`src/rtl/ntsc_pkg.sv`:
```
// rtl/ntsc_pkg.sv - shared constants, state types and row helper for the fvh generator
package ntsc_pkg;

    localparam int COORD_W = 10;

    localparam int FVH_F = 2;
    localparam int FVH_V = 1;
    localparam int FVH_H = 0;

    localparam int ACT_W_DEF     = 720;
    localparam int HBLANK_DEF    = 138;
    localparam int ACT_LINES_DEF = 243;
    localparam int VBLANK_DEF    = 20;
    localparam int DV_DIV_DEF    = 2;

    typedef enum logic {H_ACTIVE = 1'b0, H_BLANK  = 1'b1} h_state_e;
    typedef enum logic {V_BLANK  = 1'b0, V_ACTIVE = 1'b1} v_state_e;
    typedef enum logic {RUN_STOP = 1'b0, RUN_GO   = 1'b1} run_state_e;

    // Interlaced frame row: even field on even rows, odd field on odd rows; wraps silently
    function automatic logic [COORD_W-1:0] frame_row(
        input logic [COORD_W-1:0] line,
        input logic [COORD_W-1:0] vblank,
        input logic               field
    );
        return ((line - vblank) << 1) | {{(COORD_W-1){1'b0}}, field};
    endfunction

endpackage

```
`src/rtl/ntsc_fvh_gen_timing.sv`:
```
// rtl/ntsc_fvh_gen_timing.sv - div/pix/line/field counters with run/stop gating
module ntsc_timing_cnt
    import ntsc_pkg::*;
#(
    parameter int ACT_W     = ACT_W_DEF,
    parameter int HBLANK    = HBLANK_DEF,
    parameter int ACT_LINES = ACT_LINES_DEF,
    parameter int VBLANK    = VBLANK_DEF,
    parameter int DV_DIV    = DV_DIV_DEF
) (
    input  logic               clk_i,
    input  logic               rst_ni,
    input  logic               en_i,
    output logic               field_o,
    output logic               div_zero_o,
    output logic [COORD_W-1:0] pix_o,
    output logic [COORD_W-1:0] line_o,
    output h_state_e           h_state_o,
    output v_state_e           v_state_o
);

    localparam int DIV_W = 2;
    localparam logic [DIV_W-1:0]   DIV_LAST  = DIV_W'(DV_DIV - 1);
    localparam logic [COORD_W-1:0] PIX_LAST  = COORD_W'(ACT_W + HBLANK - 1);
    localparam logic [COORD_W-1:0] LINE_LAST = COORD_W'(VBLANK + ACT_LINES - 1);
    localparam logic [COORD_W-1:0] ACT_W_C   = COORD_W'(ACT_W);
    localparam logic [COORD_W-1:0] VBLANK_C  = COORD_W'(VBLANK);

    run_state_e         run_q, run_d;
    logic [DIV_W-1:0]   div_q, div_d;
    logic [COORD_W-1:0] pix_q, pix_d;
    logic [COORD_W-1:0] line_q, line_d;
    logic               field_q, field_d;
    logic               adv, div_wrap, pix_wrap, line_wrap;

    assign div_wrap  = (div_q == DIV_LAST);
    assign pix_wrap  = div_wrap && (pix_q == PIX_LAST);
    assign line_wrap = pix_wrap && (line_q == LINE_LAST);

    // Run control: en matters only while stopped or on the last clock of a field
    always_comb begin
        run_d = run_q;
        adv   = 1'b0;
        if (run_q == RUN_STOP) begin
            if (en_i) begin
                adv   = 1'b1;
                run_d = RUN_GO;
            end
        end else begin
            adv = 1'b1;
            if (line_wrap && !en_i) begin
                run_d = RUN_STOP;
            end
        end
    end

    // Cascaded counter advance; a stop at the field wrap leaves everything at field start
    always_comb begin
        div_d   = div_q;
        pix_d   = pix_q;
        line_d  = line_q;
        field_d = field_q;
        if (adv) begin
            div_d = div_wrap ? '0 : div_q + 1'b1;
            if (div_wrap) begin
                pix_d = (pix_q == PIX_LAST) ? '0 : pix_q + 1'b1;
            end
            if (pix_wrap) begin
                line_d = (line_q == LINE_LAST) ? '0 : line_q + 1'b1;
            end
            if (line_wrap) begin
                field_d = ~field_q;
            end
        end
    end

    // State registers, cleared straight to the stopped field-0 origin
    always_ff @(posedge clk_i or negedge rst_ni) begin
        if (!rst_ni) begin
            run_q   <= RUN_STOP;
            div_q   <= '0;
            pix_q   <= '0;
            line_q  <= '0;
            field_q <= 1'b0;
        end else begin
            run_q   <= run_d;
            div_q   <= div_d;
            pix_q   <= pix_d;
            line_q  <= line_d;
            field_q <= field_d;
        end
    end

    assign field_o    = field_q;
    assign div_zero_o = (div_q == '0);
    assign pix_o      = pix_q;
    assign line_o     = line_q;
    assign h_state_o  = (pix_q < ACT_W_C) ? H_ACTIVE : H_BLANK;
    assign v_state_o  = (line_q < VBLANK_C) ? V_BLANK : V_ACTIVE;

endmodule

```
`src/rtl/ntsc_fvh_gen.sv`:
```
// rtl/ntsc_fvh_gen.sv - interlaced fvh/dv/pixel stream source fed from a frame-buffer read port
module ntsc_fvh_gen
    import ntsc_pkg::*;
#(
    parameter int ACT_W     = ACT_W_DEF,
    parameter int HBLANK    = HBLANK_DEF,
    parameter int ACT_LINES = ACT_LINES_DEF,
    parameter int VBLANK    = VBLANK_DEF,
    parameter int DV_DIV    = DV_DIV_DEF
) (
    input  logic               clk_i,
    input  logic               rst_ni,
    input  logic               en_i,
    output logic               rd_en_o,
    output logic [COORD_W-1:0] rd_col_o,
    output logic [COORD_W-1:0] rd_row_o,
    input  logic [7:0]         rd_data_i,
    output logic [2:0]         fvh_o,
    output logic               dv_o,
    output logic [7:0]         pixel_o,
    output logic               sof_o
);

    localparam logic [COORD_W-1:0] ACT_W_C  = COORD_W'(ACT_W);
    localparam logic [COORD_W-1:0] VBLANK_C = COORD_W'(VBLANK);

    logic               field, div_zero;
    logic [COORD_W-1:0] pix, line;
    h_state_e           h_state;
    v_state_e           v_state;

    ntsc_timing_cnt #(
        .ACT_W     (ACT_W),
        .HBLANK    (HBLANK),
        .ACT_LINES (ACT_LINES),
        .VBLANK    (VBLANK),
        .DV_DIV    (DV_DIV)
    ) u_timing (
        .clk_i      (clk_i),
        .rst_ni     (rst_ni),
        .en_i       (en_i),
        .field_o    (field),
        .div_zero_o (div_zero),
        .pix_o      (pix),
        .line_o     (line),
        .h_state_o  (h_state),
        .v_state_o  (v_state)
    );

    logic               strobe_d;
    logic [2:0]         fvh_d;
    logic [COORD_W-1:0] rd_row_d;
    logic               sof_d;

    logic               rd_en_q;
    logic [COORD_W-1:0] rd_col_q, rd_row_q;
    logic [2:0]         fvh1_q, fvh2_q;
    logic               sof1_q, sof2_q;
    logic               dv_q;
    logic [7:0]         pixel_q;

    assign strobe_d = div_zero && (h_state == H_ACTIVE) && (v_state == V_ACTIVE);
    assign rd_row_d = frame_row(line, VBLANK_C, field);
    // Field bit leaving 1 for 0 between consecutive stage-0 cycles marks start of frame
    assign sof_d    = !fvh_d[FVH_F] && fvh1_q[FVH_F];

    // Stage-0 sync word: field level, vblank level, single-clock hsync on every line
    always_comb begin
        fvh_d        = '0;
        fvh_d[FVH_F] = field;
        fvh_d[FVH_V] = (v_state == V_BLANK);
        fvh_d[FVH_H] = div_zero && (pix == ACT_W_C);
    end

    // Stage 1: issue the frame-buffer read and carry sync alongside it
    always_ff @(posedge clk_i or negedge rst_ni) begin
        if (!rst_ni) begin
            rd_en_q  <= 1'b0;
            rd_col_q <= '0;
            rd_row_q <= '0;
            fvh1_q   <= '0;
            sof1_q   <= 1'b0;
        end else begin
            rd_en_q  <= strobe_d;
            rd_col_q <= pix;
            rd_row_q <= rd_row_d;
            fvh1_q   <= fvh_d;
            sof1_q   <= sof_d;
        end
    end

    // Stage 2: capture returned pixel so dv, pixel, fvh and sof leave together
    always_ff @(posedge clk_i or negedge rst_ni) begin
        if (!rst_ni) begin
            dv_q    <= 1'b0;
            pixel_q <= '0;
            fvh2_q  <= '0;
            sof2_q  <= 1'b0;
        end else begin
            dv_q   <= rd_en_q;
            fvh2_q <= fvh1_q;
            sof2_q <= sof1_q;
            if (rd_en_q) begin
                pixel_q <= rd_data_i;
            end
        end
    end

    assign rd_en_o  = rd_en_q;
    assign rd_col_o = rd_col_q;
    assign rd_row_o = rd_row_q;
    assign fvh_o    = fvh2_q;
    assign dv_o     = dv_q;
    assign pixel_o  = pixel_q;
    assign sof_o    = sof2_q;

endmodule

```
`config.mk`:
```
export PLATFORM = sky130hd
export DESIGN_NAME = ntsc_fvh_gen
export DESIGN_NICKNAME = d
export VERILOG_FILES = /design/src/rtl/ntsc_pkg.sv /design/src/rtl/ntsc_fvh_gen_timing.sv /design/src/rtl/ntsc_fvh_gen.sv
export SDC_FILE = /design/constraint.sdc
export NUM_CORES = 1
export LEC_CHECK = 0
export ABC_AREA = 1
export CAP_MARGIN = 20
export CORE_ASPECT_RATIO = 0.9
export CORE_UTILIZATION = 45
export CTS_CLUSTER_DIAMETER = 200
export CTS_CLUSTER_SIZE = 28
export DETAILED_ROUTE_END_ITERATION = 7
export MAX_ROUTING_LAYER = met4
export PLACE_DENSITY_LB_ADDON = 0.3
export SKIP_LAST_GASP = 1
export SLEW_MARGIN = 5
export SYNTH_ARGS = -nofsm -noshare
export SYNTH_HDL_FRONTEND = slang
export SYNTH_SLANG_ARGS = --single-unit
export TNS_END_PERCENT = 30
```
`constraint.sdc`:
```
create_clock -name clk_i -period 1.4 [get_ports clk_i]
set_input_delay 0.28 -clock clk_i [delete_from_list [all_inputs] [get_ports clk_i]]
set_output_delay 0.28 -clock clk_i [all_outputs]
set_load 0.01 [all_outputs]
```
=== Word level (Yosys, flattened, before mapping) ===
Index checks and enable logic that the tools add are counted.
W data, S select, Z words.

* Register bits: 62
* Output and inout bits: 34

* Reductions and logical operators: 13
* Eq/ne operators: 4
* Add/sub/neg operators: 4
* Magnitude comparators: 2
* Bitwise operators: 2
* Muxes and demuxes: 8

{| class="wikitable"
|+ Operator list
! cell !! count
|-
| $add A10 B1 Y10 const B || 2
|-
| $eq A10 B10 Y1 const B || 2
|-
| $mux W10 || 2
|-
| $eq A10 B9 Y1 const B || 1
|-
| $lt A10 B10 Y1 const B || 1
|-
| $lt A10 B5 Y1 const B || 1
|-
| $or A10 B1 Y10 || 1
|-
| $sub A9 B5 Y9 const B || 1
|-
| $logic_and A1 B1 Y1 || 7
|-
| $reduce_and A2 Y1 || 3
|-
| $mux W1 || 5
|-
| $add A2 B1 Y2 const B || 1
|-
| $eq A2 B1 Y1 const B || 1
|-
| $logic_not A1 Y1 || 2
|-
| $logic_not A2 Y1 || 1
|-
| $mux W2 || 1
|-
| $not A1 Y1 || 1
|}

=== Depth between registers and ports, before layout ===
* Depth in word-level cells: 6
* Depth in mapped cells: 9
* Mapped depth without buffers: 9

=== Hierarchy ===
From an unflattened synthesis, not the netlist that was laid out.

* Cells, all modules: 310
* Area, all modules: 2815.2 um2

{| class="wikitable"
|+ By module, submodules not included
! module !! area an instance (um2) !! seq. area each (um2) !! cells an instance !! instances
|-
| ntsc_timing_cnt || 1565.3 || 600.6 || 223 || 1
|-
| ntsc_fvh_gen || 1249.9 || 925.9 || 87 || 1
|}

=== Worst setup path before layout ===
Ideal clock, no wire load.

* Kind: reg-to-reg
* From: register u_timing.pix_q[0] (netlist: u_timing.pix_o[0])
* To: register u_timing.pix_q[6] (netlist: u_timing.pix_o[6])
* Cell stages (with the launch flop): 9
* Required time: 1280 ps
* Setup time: 120 ps
* Arrival time: 1248 ps
* Path slack: 33 ps
* Cells stage by stage: dfrtp_1 > ha_1 > nand2_1 > nor2_1 > inv_1 > nor2_1 > nand2_1 > o21ai_0 > nor2_1

* Word-level cells in the longest chain between the ends: 2
* Elaborated cells between the ends (all ways): 3
* Classes of those cells: add/sub (1); eq/ne (1); mux (1)

{| class="wikitable"
|+ Ends and longest elaborated chain
! item !! RTL line !! RTL
|-
| start: declaration || ntsc_fvh_gen_timing.sv:31 || <nowiki>logic [COORD_W-1:0] pix_q, pix_d;</nowiki>
|-
| start signal: assignment || ntsc_fvh_gen_timing.sv:88 || <nowiki>pix_q <= pix_d;</nowiki>
|-
| $add A10 B1 Y10 or $eq A10 B10 Y1 (tied branches) || ntsc_fvh_gen_timing.sv:66 || <nowiki>pix_d = (pix_q == PIX_LAST) ? '0 : pix_q + 1'b1;</nowiki>
|-
| $mux W10 * || ntsc_fvh_gen_timing.sv:66 ||
|}

Mark *: on every way between the ends. The rest lies on a longest branch, timed or not.
A chain may end at the register's enable or synchronous reset.

=== Worst setup path in the final report ===
* From: register rd_col_q[2] (netlist: rd_col_o[2])
* To: output rd_col_o[2]

{| class="wikitable"
|+ RTL lines
! item !! RTL line !! RTL
|-
| start: declaration || ntsc_fvh_gen.sv:56 || <nowiki>logic [COORD_W-1:0] rd_col_q, rd_row_q;</nowiki>
|-
| start signal: assignment || ntsc_fvh_gen.sv:85 || <nowiki>rd_col_q <= pix;</nowiki>
|-
| end: declaration || ntsc_fvh_gen.sv:15 || <nowiki>output logic [COORD_W-1:0] rd_col_o,</nowiki>
|}

No word-level cell between the ends.

==> report_table.html <==
<table>
<tr><th>Metric</th><th>Value</th></tr>
<tr><th colspan="2">Floorplan</th></tr>
<tr><td>Vert. Die Dim</td><td>74.8 um</td></tr>
<tr><td>Chip width</td><td>between 80 and 90 um</td></tr>
<tr><td>Ports placed on the boundary</td><td>45</td></tr>
<tr><td>Placement Rows</td><td>26</td></tr>
<tr><td>Placeable core area</td><td>5690 um2</td></tr>
<tr><td>Starting density of the core</td><td>46.6%</td></tr>
<tr><td>Die Outline Area</td><td>a little over 6000 um2</td></tr>
<tr><th colspan="2">Timing</th></tr>
<tr><td>Max Fclk</td><td>678 MHz</td></tr>
<tr><td>TNS Setup</td><td>-1.92 ns</td></tr>
<tr><td>Transition time at the pin with the least slew margin</td><td>0.334 ns</td></tr>
<tr><td>Final clock period utilization by the worst path</td><td>105%</td></tr>
<tr><td>Final worst slack</td><td>-0.0748 ns</td></tr>
<tr><td>Final-report setup violation count</td><td>34</td></tr>
<tr><td>Max Slew Vio Count</td><td>0</td></tr>
<tr><td>Number of hold violations in the final report</td><td>0</td></tr>
<tr><td>Skew final</td><td>0.00384 ns</td></tr>
<tr><td>Setup repair after global routing missed its margin</td><td>yes</td></tr>
<tr><td>Worst slew margin</td><td>77.6%</td></tr>
<tr><td>Post-route minimum period</td><td>1.47 ns</td></tr>
<tr><th colspan="2">Clock tree</th></tr>
<tr><td>Worst-Skew Late Latency</td><td>between 0.3 and 0.4 ns</td></tr>
<tr><td>Deepest level of the CTS H-tree</td><td>3</td></tr>
<tr><td>CTS tree</td><td>done</td></tr>
<tr><td>Buffer levels on the longest clock path</td><td>2</td></tr>
<tr><td>Clk sink count</td><td>61</td></tr>
<tr><td>Inserted Clock Buffers</td><td>9</td></tr>
<tr><td>Clock-pin slew on the worst setup and hold paths</td><td>roughly 0.070 ns</td></tr>
<tr><td>Root Driver</td><td>sky130_fd_sc_hd__clkbuf_8</td></tr>
<tr><th colspan="2">Placed design</th></tr>
<tr><td>IO Port Bufs</td><td>44</td></tr>
<tr><td>Count of placed standard cells including taps</td><td>418</td></tr>
<tr><td>Detailed-placement wirelength estimate</td><td>3.74 mm</td></tr>
<tr><td>GP Congestion</td><td>0.874</td></tr>
<tr><th colspan="2">Worst setup path</th></tr>
<tr><td>Crit path launch type</td><td>flip-flop</td></tr>
<tr><td>Endpoint required time on the critical path</td><td>1.12 ns</td></tr>
<tr><td>Worst R2R End</td><td>u_timing.pix_o[6]</td></tr>
<tr><td>Worst-path fanout max</td><td>1</td></tr>
<tr><td>Delay-heaviest family, CP</td><td>buffers and inverters</td></tr>
<tr><td>Largest stage delay, worst path</td><td>0.53 ns</td></tr>
<tr><td>Slowest stage cell on the critical path</td><td>sky130_fd_sc_hd__clkdlybuf4s50_1</td></tr>
<tr><td>Critical path, cell by cell</td><td>clkdlybuf4s50_1</td></tr>
<tr><td>Element type at the critical path end</td><td>output port</td></tr>
<tr><td>Buffering stage count on the worst path with inverters included</td><td>1</td></tr>
<tr><td>Startpoint of the worst register-to-register path</td><td>u_timing.pix_o[1]</td></tr>
<tr><td>Critical Setup Path Class</td><td>reg -&gt; out</td></tr>
<tr><td>Arrival time reported for the critical path endpoint</td><td>roughly 1.2 ns</td></tr>
<tr><td>Reg2reg setup slack</td><td>-0.07 ns</td></tr>
<tr><td>Reg2reg path depth</td><td>8</td></tr>
<tr><th colspan="2">Logic synthesis</th></tr>
<tr><td>Async set or reset register ratio after synthesis</td><td>100%</td></tr>
<tr><td>Number of nets produced by synthesis</td><td>286</td></tr>
<tr><td>Post-synthesis instance area</td><td>roughly 2700 um2</td></tr>
<tr><td>Synth Flop Type</td><td>sky130_fd_sc_hd__dfrtp_1</td></tr>
<tr><td>Count of state elements after synthesis</td><td>61</td></tr>
<tr><td>Ranking of synthesized cells by area</td><td>sky130_fd_sc_hd__dfrtp_1 58%, sky130_fd_sc_hd__nand2_1 7.5%, sky130_fd_sc_hd__inv_1 4.5%</td></tr>
<tr><td>Syn Inst Count</td><td>267</td></tr>
<tr><td>Share of synthesized area occupied by flip-flops and latches</td><td>about 58%</td></tr>
<tr><td>Most numerous cell types in the synthesized netlist</td><td>61 x sky130_fd_sc_hd__dfrtp_1, 53 x sky130_fd_sc_hd__nand2_1, 32 x sky130_fd_sc_hd__inv_1</td></tr>
<tr><td>Synthesized area divided by synthesized cell count</td><td>9.93 um2</td></tr>
<tr><td>Area share of the leading cell type in the synthesized netlist</td><td>between 50% and 60%</td></tr>
<tr><td>Post-synth EDFFs</td><td>0</td></tr>
<tr><td>Yosys top cell by area</td><td>sky130_fd_sc_hd__dfrtp_1</td></tr>
<tr><td>Count of different cell masters after synthesis</td><td>28</td></tr>
<tr><td>Count leader, synth</td><td>sky130_fd_sc_hd__dfrtp_1</td></tr>
<tr><td>Number of warnings reported in the yosys synthesis log</td><td>0</td></tr>
<tr><th colspan="2">Route</th></tr>
<tr><td>Post-DRT Antenna Nets</td><td>0</td></tr>
<tr><td>Drt initial violations</td><td>191</td></tr>
<tr><td>Wire length reported by the detailed router</td><td>around 5.7 mm</td></tr>
<tr><td>Remaining DRCs</td><td>0</td></tr>
<tr><td>Vias per cell</td><td>between 4 and 5</td></tr>
<tr><td>Routed WL per cell</td><td>between 10 and 15 um</td></tr>
<tr><td>DR pass1 iterations</td><td>4</td></tr>
<tr><td>Total via count after detailed routing</td><td>2150</td></tr>
<tr><th colspan="2">Global routing</th></tr>
<tr><td>Largest net degree at the start of global routing</td><td>62</td></tr>
<tr><td>GR Util met1</td><td>25.1%</td></tr>
<tr><td>Antenna violations before repair</td><td>0</td></tr>
<tr><td>Global route hottest layer</td><td>met2</td></tr>
<tr><td>Met3 usage</td><td>4.28%</td></tr>
<tr><td>Global-route wire length before repair</td><td>a little over 9 mm</td></tr>
<tr><td>Met2 usage in global routing</td><td>a little under a third</td></tr>
<tr><td>Via count of the first global-routing pass</td><td>about 2000</td></tr>
<tr><td>Remaining Overflow, GRT</td><td>0</td></tr>
<tr><td>Overall fraction of global-route tracks in use</td><td>19.9%</td></tr>
<tr><th colspan="2">Power</th></tr>
<tr><td>Worst IR drop on VDD</td><td>1.10 mV</td></tr>
<tr><td>Power density relative to cell area</td><td>1460 nW/um2</td></tr>
<tr><td>Total design power</td><td>5.59 mW</td></tr>
<tr><td>Static leakage</td><td>1.81 nW</td></tr>
<tr><th colspan="2">Worst hold path</th></tr>
<tr><td>Hold path cells</td><td>0</td></tr>
<tr><td>Worst Hold End</td><td>sof_o</td></tr>
<tr><td>Worst Hold Launch</td><td>sof1_q</td></tr>
<tr><td>HP Class</td><td>reg -&gt; reg</td></tr>
<tr><th colspan="2">Finish</th></tr>
<tr><td>P&amp;R area growth vs syn</td><td>44.9%</td></tr>
<tr><td>Ant diodes</td><td>0</td></tr>
<tr><td>Share of final-layout standard cells stronger than drive strength 1</td><td>28.6%</td></tr>
<tr><td>Total number of nets in the final design</td><td>385</td></tr>
<tr><td>Final-layout fill cell count</td><td>437</td></tr>
<tr><td>Final std cells w/o fill</td><td>441</td></tr>
<tr><th colspan="2">Outcome</th></tr>
<tr><td>Failing checks</td><td>setup timing</td></tr>
<tr><td>Outcome</td><td>finished, violations left</td></tr>
<tr><th colspan="2">Flow run</th></tr>
<tr><td>Max Cap Violations</td><td>0</td></tr>
</table>
[metal layers]
layer	share of wire, %	wire length [um]
met1	45	2590
met2	47	2690
met3	4.9	280
met4	2.4	138
met5	0	0
[per-stage QoR]
stage | util (%) | instance area (um2) | setup WS, ns | hold WS [ns]
after CTS | 64.5 | 3670 | -0.0901 | 0.350
after detailed placement | 60.9 | 3460 | -0.240 | 0.316
final | 67.5 | 3840 | -0.0748 | 0.348
after global routing | 67.5 | 3840 | -0.157 | 0.362
after floorplan | - | 2650 | 0.0325 | -0.0156
after global placement | 60.9 | 3460 | -0.212 | 0.311
[flip-flops by register name (all words and copies together) (netlist names), 2 cells and up]
register	count
rd_col_o	10
rd_row_o	10
u_timing.line_o	10
u_timing.pix_o	10
pixel_o	8
fvh_o	3
fvh1_q	2
u_timing.div_q	2
[cell type report]
class / instances / area [um2] / area share (%)
multi-input combinational: 169 / 1070 / 28.0
sequential: 61 / 1530 / 39.8
clock buffer: 9 / 124 / 3.22
clock inverter: 7 / 90.1 / 2.34
tap: 70 / 87.6 / 2.28
inverter: 33 / 124 / 3.22
timing repair buffer: 92 / 815 / 21.2
[logic make-up after synthesis]
logic type / Yosys count / share of synthesized area (%)
and+or+nand+nor: 124 / 22.5
adders and majority gates: 8 / 3.77
DFF: 61 / 57.5
muxes: 8 / 3.40
buffers and inverters: 37 / 5.85
xor gates and xnor gates: 10 / 3.30
AOI/OAI and AO/OA: 19 / 3.58
[repair_timing]
item | CTS | global route
endpoints found under the hold margin | 61 | 0
hold buffers | 1 | 0
setup buffers | 0 | 6
resized for setup | 15 | 40
gates cloned | 0 | 0
endpoints found under the setup margin | 51 | 43
pin swaps | 0 | 10
[worst max path at each step]
| stage | from | endpoint | slack, ns | depth (start not counted) |
|---|---|---|---|---|
| after floorplan | u_timing.pix_o[0] | u_timing.pix_o[6] | 0.03 | 8 |
| after global placement | en_i | u_timing.pix_o[6] | -0.21 | 8 |
| after detailed placement | en_i | u_timing.pix_o[6] | -0.24 | 8 |
| after CTS | fvh_o[1] | fvh_o[1] | -0.09 | 1 |
| after global routing | u_timing.pix_o[1] | u_timing.line_o[4] | -0.16 | 9 |
| final | rd_col_o[2] | rd_col_o[2] | -0.07 | 1 |
[placed cells by master (no fill, tap or decap), types with 2 or more instances in the layout]
master / netlist / final
sky130_fd_sc_hd__a21oi_1: 3 / 3
sky130_fd_sc_hd__buf_12: 0 / 2
sky130_fd_sc_hd__buf_4: 1 / 43
sky130_fd_sc_hd__buf_6: 0 / 2
sky130_fd_sc_hd__bufinv_16: 0 / 2
sky130_fd_sc_hd__clkbuf_8: 0 / 9
sky130_fd_sc_hd__clkdlybuf4s50_1: 0 / 27
sky130_fd_sc_hd__clkinv_2: 0 / 3
sky130_fd_sc_hd__clkinvlp_4: 0 / 2
sky130_fd_sc_hd__dfrtp_1: 61 / 60
sky130_fd_sc_hd__dlygate4sd2_1: 0 / 15
sky130_fd_sc_hd__ha_1: 8 / 4
sky130_fd_sc_hd__ha_2: 0 / 2
sky130_fd_sc_hd__ha_4: 0 / 2
sky130_fd_sc_hd__inv_1: 32 / 27
sky130_fd_sc_hd__inv_2: 1 / 6
sky130_fd_sc_hd__mux2_2: 8 / 8
sky130_fd_sc_hd__nand2_1: 53 / 51
sky130_fd_sc_hd__nand2_2: 1 / 3
sky130_fd_sc_hd__nand3_1: 22 / 17
sky130_fd_sc_hd__nand3_2: 0 / 4
sky130_fd_sc_hd__nand3_4: 1 / 2
sky130_fd_sc_hd__nand3b_1: 3 / 3
sky130_fd_sc_hd__nand4_1: 6 / 6
sky130_fd_sc_hd__nor2_1: 26 / 21
sky130_fd_sc_hd__nor2_2: 1 / 5
sky130_fd_sc_hd__nor2_4: 3 / 4
sky130_fd_sc_hd__nor3_1: 4 / 3
sky130_fd_sc_hd__o21ai_0: 14 / 9
sky130_fd_sc_hd__o21ai_1: 2 / 5
sky130_fd_sc_hd__o21ai_2: 0 / 2
sky130_fd_sc_hd__xor2_1: 9 / 9
[power breakdown]
group	total [mW]	switching (mW)	internal [mW]
logic	1.60	0.823	0.778
registers	2.32	0.212	2.11
clock network	1.67	0.681	0.991
Power figures use the tool's default switching activity.
